===== config.mk =====
export PLATFORM = sky130hd
export DESIGN_NAME = afifo_rd_adapter_flat
export DESIGN_NICKNAME = d
export VERILOG_FILES = /design/src/rtl/afifo_pkg.sv /design/src/rtl/afifo_rd_adapter_if.sv /design/src/rtl/rd_skid_buf.sv /design/src/rtl/afifo_rd_adapter.sv /design/src/flat_wrapper.sv
export SDC_FILE = /design/constraint.sdc
export NUM_CORES = 1
export LEC_CHECK = 0
export ABC_CLOCK_PERIOD_IN_PS = 3220
export CORE_ASPECT_RATIO = 0.8
export CORE_MARGIN = 5
export CORE_UTILIZATION = 56
export CTS_BUF_LIST = sky130_fd_sc_hd__clkbuf_2
export CTS_CLUSTER_DIAMETER = 150
export CTS_CLUSTER_SIZE = 28
export DETAILED_ROUTE_END_ITERATION = 12
export PLACE_DENSITY = 0.88
export REMOVE_ABC_BUFFERS = 1
export SLEW_MARGIN = 20
export SYNTH_ARGS = -nofsm -noshare
export SYNTH_HDL_FRONTEND = slang
export SYNTH_SLANG_ARGS = --single-unit

===== constraint.sdc =====
create_clock -name clk_rd -period 3.22 [get_ports clk_rd]
set_clock_uncertainty 0.1 [all_clocks]
set_input_delay 0.966 -clock clk_rd [delete_from_list [all_inputs] [get_ports clk_rd]]
set_output_delay 0.966 -clock clk_rd [all_outputs]
set_load 0.05 [all_outputs]

===== src/rtl/afifo_pkg.sv =====
// Shared definitions for the async-FIFO read-side adapter.
// Latency: n/a (types and constants only).
// Backpressure: n/a.
package afifo_pkg;

  localparam int DEFAULT_DATA_WIDTH = 32;

  // Occupancy of the 2-entry output buffer.
  typedef enum logic [1:0] {
    EMPTY = 2'd0,
    ONE   = 2'd1,
    TWO   = 2'd2
  } occ_e;

  // Words held or already requested: buffered entries plus the read in flight.
  function automatic logic [1:0] occ_lvl(input occ_e occ, input logic inflight);
    return 2'(occ) + {1'b0, inflight};
  endfunction

endpackage


===== src/rtl/afifo_rd_adapter_if.sv =====
// Bundle of the AFIFO read-port signals and the valid/ready output stream.
// Latency: n/a (wires only).
// Backpressure: m_ready from the consumer; fifo_rd_en is the only pull towards the AFIFO.
interface afifo_rd_adapter_if
  import afifo_pkg::*;
#(
  parameter int DATA_WIDTH = DEFAULT_DATA_WIDTH,
  parameter int CNT_WIDTH  = 16
);

  logic                  fifo_empty;
  logic                  fifo_rd_en;
  logic [DATA_WIDTH-1:0] fifo_rdata;
  logic                  flush;
  logic                  m_valid;
  logic                  m_ready;
  logic [DATA_WIDTH-1:0] m_data;
  logic [CNT_WIDTH-1:0]  pop_cnt;

  // Adapter side.
  modport master (
    input  fifo_empty, fifo_rdata, flush, m_ready,
    output fifo_rd_en, m_valid, m_data, pop_cnt
  );

  // AFIFO plus consumer side.
  modport slave (
    output fifo_empty, fifo_rdata, flush, m_ready,
    input  fifo_rd_en, m_valid, m_data, pop_cnt
  );

endinterface


===== src/rtl/rd_skid_buf.sv =====
// Two-entry in-order data store (head/tail); occupancy is owned by the caller.
// Latency: a push is visible at head_dat on the edge after it, when the buffer was empty.
// Backpressure: none locally; the caller never pushes into a full buffer without a pop.
module rd_skid_buf
  import afifo_pkg::*;
#(
  parameter int DATA_WIDTH = DEFAULT_DATA_WIDTH
) (
  input  logic                  clk_rd,
  input  logic                  rst_rd_n,
  input  occ_e                  occ,
  input  logic                  push,
  input  logic                  pop,
  input  logic [DATA_WIDTH-1:0] push_dat,
  output logic [DATA_WIDTH-1:0] head_dat
);

  logic [DATA_WIDTH-1:0] head_q, head_d;
  logic [DATA_WIDTH-1:0] tail_q, tail_d;

  // Place a pushed word behind whatever remains after this cycle's pop.
  always_comb begin
    head_d = head_q;
    tail_d = tail_q;
    case (occ)
      EMPTY: begin
        if (push) head_d = push_dat;
      end
      ONE: begin
        if (pop) begin
          if (push) head_d = push_dat;
        end else if (push) begin
          tail_d = push_dat;
        end
      end
      TWO: begin
        if (pop) begin
          head_d = tail_q;
          if (push) tail_d = push_dat;
        end
      end
      default: begin
        head_d = head_q;
      end
    endcase
  end

  // Storage registers; cleared so m_data reads zero out of reset.
  always_ff @(posedge clk_rd or negedge rst_rd_n) begin
    if (!rst_rd_n) begin
      head_q <= '0;
      tail_q <= '0;
    end else begin
      head_q <= head_d;
      tail_q <= tail_d;
    end
  end

  assign head_dat = head_q;

endmodule


===== src/rtl/afifo_rd_adapter.sv =====
// Turns the 1-cycle-latency AFIFO read port into a valid/ready stream via a 2-entry buffer.
// Latency: rd_en in cycle N, word captured at edge N+1, m_valid from then; 1 word/cycle sustained.
// Backpressure: m_ready low stalls m_data; reads stop once buffered + in-flight reaches 2.
module afifo_rd_adapter
  import afifo_pkg::*;
#(
  parameter int DATA_WIDTH = DEFAULT_DATA_WIDTH,
  parameter int CNT_WIDTH  = 16
) (
  input logic               clk_rd,
  input logic               rst_rd_n,
  afifo_rd_adapter_if.master bus
);

  occ_e                 occ_q, occ_d;
  logic                 m_valid_q;
  logic                 inflight_q, inflight_d;
  logic                 run_q, run_d;
  logic [CNT_WIDTH-1:0] pop_cnt_q, pop_cnt_d;
  logic [1:0]           lvl;
  logic                 hs;
  logic                 capture;
  logic                 rd_en;

  // Handshake, capture and pop-request decisions; flush overrides all of them.
  always_comb begin
    lvl     = occ_lvl(occ_q, inflight_q);
    hs      = m_valid_q && bus.m_ready && !bus.flush;
    capture = inflight_q && !bus.flush;
    // run_q holds reads off until the first edge after reset release.
    rd_en   = run_q && !bus.fifo_empty && !bus.flush &&
              ((lvl < 2'd2) || ((lvl == 2'd2) && m_valid_q && bus.m_ready));
    inflight_d = rd_en;
    run_d      = 1'b1;
    pop_cnt_d  = pop_cnt_q;
    if (hs) pop_cnt_d = pop_cnt_q + CNT_WIDTH'(1);
  end

  // Next occupancy: +1 per capture, -1 per handshake, EMPTY on flush.
  always_comb begin
    occ_d = occ_q;
    if (bus.flush) begin
      occ_d = EMPTY;
    end else begin
      case (occ_q)
        EMPTY: if (capture) occ_d = ONE;
        ONE: begin
          if (capture && !hs) occ_d = TWO;
          else if (!capture && hs) occ_d = EMPTY;
        end
        TWO: if (hs && !capture) occ_d = ONE;
        default: occ_d = EMPTY;
      endcase
    end
  end

  // Occupancy FSM with m_valid registered alongside it.
  always_ff @(posedge clk_rd or negedge rst_rd_n) begin
    if (!rst_rd_n) begin
      occ_q     <= EMPTY;
      m_valid_q <= 1'b0;
    end else begin
      occ_q     <= occ_d;
      m_valid_q <= (occ_d != EMPTY);
    end
  end

  // In-flight flag, read enable arming and delivered-word counter.
  always_ff @(posedge clk_rd or negedge rst_rd_n) begin
    if (!rst_rd_n) begin
      inflight_q <= 1'b0;
      run_q      <= 1'b0;
      pop_cnt_q  <= '0;
    end else begin
      inflight_q <= inflight_d;
      run_q      <= run_d;
      pop_cnt_q  <= pop_cnt_d;
    end
  end

  rd_skid_buf #(
    .DATA_WIDTH(DATA_WIDTH)
  ) u_buf (
    .clk_rd  (clk_rd),
    .rst_rd_n(rst_rd_n),
    .occ     (occ_q),
    .push    (capture),
    .pop     (hs),
    .push_dat(bus.fifo_rdata),
    .head_dat(bus.m_data)
  );

  assign bus.fifo_rd_en = rd_en;
  assign bus.m_valid    = m_valid_q;
  assign bus.pop_cnt    = pop_cnt_q;

endmodule


===== src/flat_wrapper.sv =====
// flat-port wrapper written by rule: the top's interface ports become plain ports
module afifo_rd_adapter_flat import afifo_pkg::*;
#(
  parameter int DATA_WIDTH = DEFAULT_DATA_WIDTH,
  parameter int CNT_WIDTH  = 16
)
  (clk_rd, rst_rd_n, bus_fifo_empty, bus_fifo_rdata, bus_flush, bus_m_ready, bus_fifo_rd_en, bus_m_valid, bus_m_data, bus_pop_cnt);
  afifo_rd_adapter_if #(.DATA_WIDTH(DATA_WIDTH), .CNT_WIDTH(CNT_WIDTH)) bus_i ();
  input logic clk_rd;
  input logic rst_rd_n;
  input wire logic [$bits(bus_i.fifo_empty)-1:0] bus_fifo_empty;
  input wire logic [$bits(bus_i.fifo_rdata)-1:0] bus_fifo_rdata;
  input wire logic [$bits(bus_i.flush)-1:0] bus_flush;
  input wire logic [$bits(bus_i.m_ready)-1:0] bus_m_ready;
  output wire logic [$bits(bus_i.fifo_rd_en)-1:0] bus_fifo_rd_en;
  output wire logic [$bits(bus_i.m_valid)-1:0] bus_m_valid;
  output wire logic [$bits(bus_i.m_data)-1:0] bus_m_data;
  output wire logic [$bits(bus_i.pop_cnt)-1:0] bus_pop_cnt;
  assign bus_i.fifo_empty = bus_fifo_empty;
  assign bus_i.fifo_rdata = bus_fifo_rdata;
  assign bus_i.flush = bus_flush;
  assign bus_i.m_ready = bus_m_ready;
  assign bus_fifo_rd_en = bus_i.fifo_rd_en;
  assign bus_m_valid = bus_i.m_valid;
  assign bus_m_data = bus_i.m_data;
  assign bus_pop_cnt = bus_i.pop_cnt;
  afifo_rd_adapter #(.DATA_WIDTH(DATA_WIDTH), .CNT_WIDTH(CNT_WIDTH)) u_core (.clk_rd(clk_rd), .rst_rd_n(rst_rd_n), .bus(bus_i));
endmodule

[After elaboration in Yosys (flattened, before gate mapping)]
Index checks and enable logic that the tools add are counted.
Storage, ports and cells
  register bits: 85
  word-level logic and storage cells: 51
Operators by class
  $add $sub $neg: 2
  $lt $le $gt $ge: 1
  eq/ne operators: 6
  multiplexer cells: 14
  reduce and logical (&&, ||, !) cells: 21
Operators with widths (number)
  $mux W32: 6
  $pmux W32 S3: 1
  $pmux W32 S2: 1
  $add A16 B1 Y16 const B: 1
  $logic_and A1 B1 Y1: 10
  $mux W2: 5
  $pmux W2 S3: 1
  $reduce_and A3 Y1: 2
  $eq A2 B2 Y1 const B: 2
  $logic_not A1 Y1: 4
  $ne A2 B1 Y1 const B: 2
  $reduce_bool A2 Y1: 2
  $reduce_bool A3 Y1: 1
  $add A2 B1 Y2: 1
  $eq A2 B1 Y1 const B: 1
  $logic_not A2 Y1: 1
  $lt A2 B2 Y1 const B: 1
  $ne A2 B2 Y1 const B: 1
  $logic_or A1 B1 Y1: 1

[Logic depth before layout (Yosys ltp)]
  depth after elaboration: 9
  gate-level depth with buffers: 6

[Hierarchy]
A second synthesis with hierarchy kept.
Unflattened totals
  cells, all modules: 261
  area total of the unflattened synthesis: 3818.7 um^2
Modules (own cells, without submodules)
  rd_skid_buf: instances 1, cells an instance 176, area each 2825.2 um^2, sequential area each 1601.5 um^2
  afifo_rd_adapter: instances 1, cells an instance 85, area each 993.5 um^2, sequential area each 525.5 um^2

[Worst setup path after synthesis]
OpenSTA, ideal clock, no wires.
  kind: input to output
  from: in bus_m_ready
  to: out bus_fifo_rd_en
  arrival: 1.678 ns
  data required time: 2.154 ns
  setup slack: 0.476 ns
  stages on the path: 3
  buffers on the path: 0
  cells stage by stage: nand2_2 > o21ai_0 > and3_1
Between the ends
  cells in the longest elaborated chain, start to end: 3
Ends and longest elaborated chain
  start: declaration: line flat_wrapper.sv:14  | input wire logic [$bits(bus_i.m_ready)-1:0] bus_m_ready;
  $logic_and A1 B1 Y1: line afifo_rd_adapter.sv:32  | ((lvl < 2'd2) || ((lvl == 2'd2) && m_valid_q && bus.m_ready));
  $logic_or A1 B1 Y1: line afifo_rd_adapter.sv:32
  $logic_and A1 B1 Y1: line afifo_rd_adapter.sv:31  | rd_en = run_q && !bus.fifo_empty && !bus.flush &&
  end: declaration: line flat_wrapper.sv:15  | output wire logic [$bits(bus_i.fifo_rd_en)-1:0] bus_fifo_rd_en;
No other way between the ends.

[Worst setup path after layout]
Same ends and word-level chain as after synthesis.

==> results.toml <==
[run_status]
status = "completed"

[sta]
tightest_slew_ns = 0.730
fin_ws_ns = 0.115
setup_viol = 0
holdWs_ns = 0.295
drv_slew = 0
post-route-min-period_ns = 3.10
grt_setup_unrepaired = "no"
slew_headroom_pct = 51.2
fmax_ghz = 0.322
period_share_pct = 96.4
hold_violations = 0

[setup_path]
crit_path_top_delay_cell = "clkdlybuf4s50_1"
max_stage_delay_ns = 0.49
cp-start-kind = "input port"
path_cells = "clkdlybuf4s50_1 -> nand2_2 -> o21ai_0 -> and3_1 -> buf_12"
worstPathRequired_ns = 2.15
crit_arrival_ns = 2.04
r2r_slack_ns = 1.05
r2r-start = "u_core.occ_q[1]"
rr_endpoint = "u_core.u_buf.head_dat[27]"
cp.depth = 5
path_class = "input port to output port"
worst_setup_path_end_kind = "output port"
path_buf_inv = 2
crit_family = "buffers and inverters"
reg2regPathDepth = 4
cp_max_fo = 2

[synthesis]
synthArstFlopShare_pct = 100
synth_area_sq_um = 3820
avgSynthCellArea_sq_um = 12.9
yosys-top-cells-area = "dfrtp_1 56%, mux2i_1 8.4%, mux2_4 8.2%, o21ai_0 4.5%, nand2_1 3.6%"
syn-instance-count = 297
yosysSeqAreaShare_pct = 55.6
yosys.cell_types.count = 37
synth_edf_count = 0
synth_commonest_cells = "85 x dfrtp_1, 37 x nand2_1, 34 x o21ai_0, 32 x mux2i_1, 21 x mux2_4"
ys.flop_type = "dfrtp_1"
synth_most_common_cell = "dfrtp_1"
yosysWarningCount = 0
ys_ff_latch = 85
yosysTopAreaCellShare_pct = 55.6
synth_area_leader_cell = "dfrtp_1"

[clock_tree]
clk_latency_ns = 0.53
htreeDepth = 3
clockBufferDepth = 2
cts_root_buf = "clkbuf_2"
clkTransAtPathRegs_ns = 0.25
clock_sinks = 85
cts_buffers = 9
cts_setup_buffers = 0
cts_tree = "done"
hold_buffers = 0
cts_resized = 0

[routing]
avgViaCountPerCell = 5.25
ant_nets = 0
firstDrtPassIters = 4
num_vias = 2511
drcViolationCount = 0
routedWlPerCell_microns = 15.8
routed_wl_mm = 7.53
detailedRoute.firstIterationViolations = 121

[finish]
n_fill_cell = 485
multiInputGateArea_sq_um = 1570
seqCellArea_sq_um = 2130
drive_above_1_share_pct = 18.4
num_antenna_cells = 0
nNetsFinal = 425
syn_to_final_growth_pct = 29.2

[pwr]
power.density_nw_per_um2 = 582
irDropWorstVdd_uv = 338
p_leak_nw = 2.27
total_power_mw = 2.88

[floorplanning]
start_util_pct = 56.6
dieArea_sq_um = 8590
ioPinCount = 87
die_y_microns = 83.9
core_sq_um = 6760
row_count = 27
chipWidth_microns = 102

[grt]
grt_pass1_vias = 2628
antenna_found_initial = 0
grt_pass1_wl_mm = 12.6
overflow = 0
grt_max_degree = 65
gr-usage-all-layers_pct = 18.5

[hold_path]
hp-class = "input port to asynchronous set/reset pin"

[placement]
io_buffers = 86
place_ws_ns = 0.124
hpwl_mm = 5.28
routabilityCongestion = 0.741

[job]
drv_cap = 0
## worst max-delay path by stage
stage                      start         endpoint  slack [ns]
2_1_floorplan    u_core.occ_q[1]  u_core.occ_q[1]        -0.1
3_3_place_gp         bus_m_ready   bus_fifo_rd_en        0.13
3_5_place_dp         bus_m_ready   bus_fifo_rd_en        0.12
4_1_cts              bus_m_ready   bus_fifo_rd_en        0.11
5_1_grt        u_core.inflight_q   bus_fifo_rd_en        0.02
6_report             bus_m_ready   bus_fifo_rd_en        0.12
## cells by family after synthesis
| logic type | synth area share, % |
|---|---|
| DFF | 55.6 |
| and+or+nand+nor | 9.03 |
| muxes | 20.2 |
| AOI/OAI and AO/OA | 7.04 |
| buffers and inverters | 3.50 |
| xor gates and xnor gates | 3.89 |
| adders and majority gates | 0.654 |
| other | 0.0981 |
## layout by cell type, fill, tap and decap left out, drive strengths merged, types with 2 or more instances in the layout
cell	synthesis	final
nand3b	2	2
inv	1	2
xnor2	13	13
clkinv	0	3
bufinv	0	2
nand4	2	2
clkdlybuf4s50	0	84
ha	2	2
and3	4	4
dfrtp	85	85
nor2	7	7
mux2	33	33
xor2	4	4
o21ai	34	34
nand3	6	6
mux2i	32	32
buf	13	11
clkbuf	4	9
nand2	38	38
a21oi	3	3
## layer usage
metal	GRT usage (%)	share of wire [%]	wire (microns)
met1	24.3	44	3350
met5	0	0	0
met2	30.0	49	3710
met3	5.85	5.5	416
met4	4.29	0.76	57
## power breakdown
| part | total (mW) | leakage [nW] | internal, mW | switching [mW] |
|---|---|---|---|---|
| Clock | 0.637 | 0.0825 | 0.261 | 0.376 |
| Combinational | 0.899 | 1.07 | 0.348 | 0.550 |
| Sequential | 1.34 | 1.12 | 1.23 | 0.112 |
## flip-flops by register name (all words and copies together), names as in the netlist
signal and cells:
u_core.bus.m_valid 1, u_core.bus.pop_cnt 16, u_core.inflight_q 1, u_core.occ_q 2, u_core.run_q 1, u_core.u_buf.head_dat 32, u_core.u_buf.tail_q 32
## metrics by stage
stage               util (%)  cells  cell area [sq um]  TNS (ns)
global route            73.1    478               4940         0
detailed placement      71.0    462               4800         0
global placement        71.0    462               4800         0
finish                  73.1    478               4940         0
floorplan                  -    280               3690     -2.93
CTS                     73.1    478               4940         0
## area by class of cell
| cell class | count | area share (%) |
|---|---|---|
| timing repair buffer | 95 | 20.0 |
| inverter | 1 | 0.0760 |
| clock buffer | 9 | 0.912 |
| clock inverter | 7 | 2.00 |
| multi-input combinational | 194 | 31.8 |
| tap | 87 | 2.20 |
| sequential | 85 | 43.1 |
No activity file was read; power rests on OpenSTA's default activity.
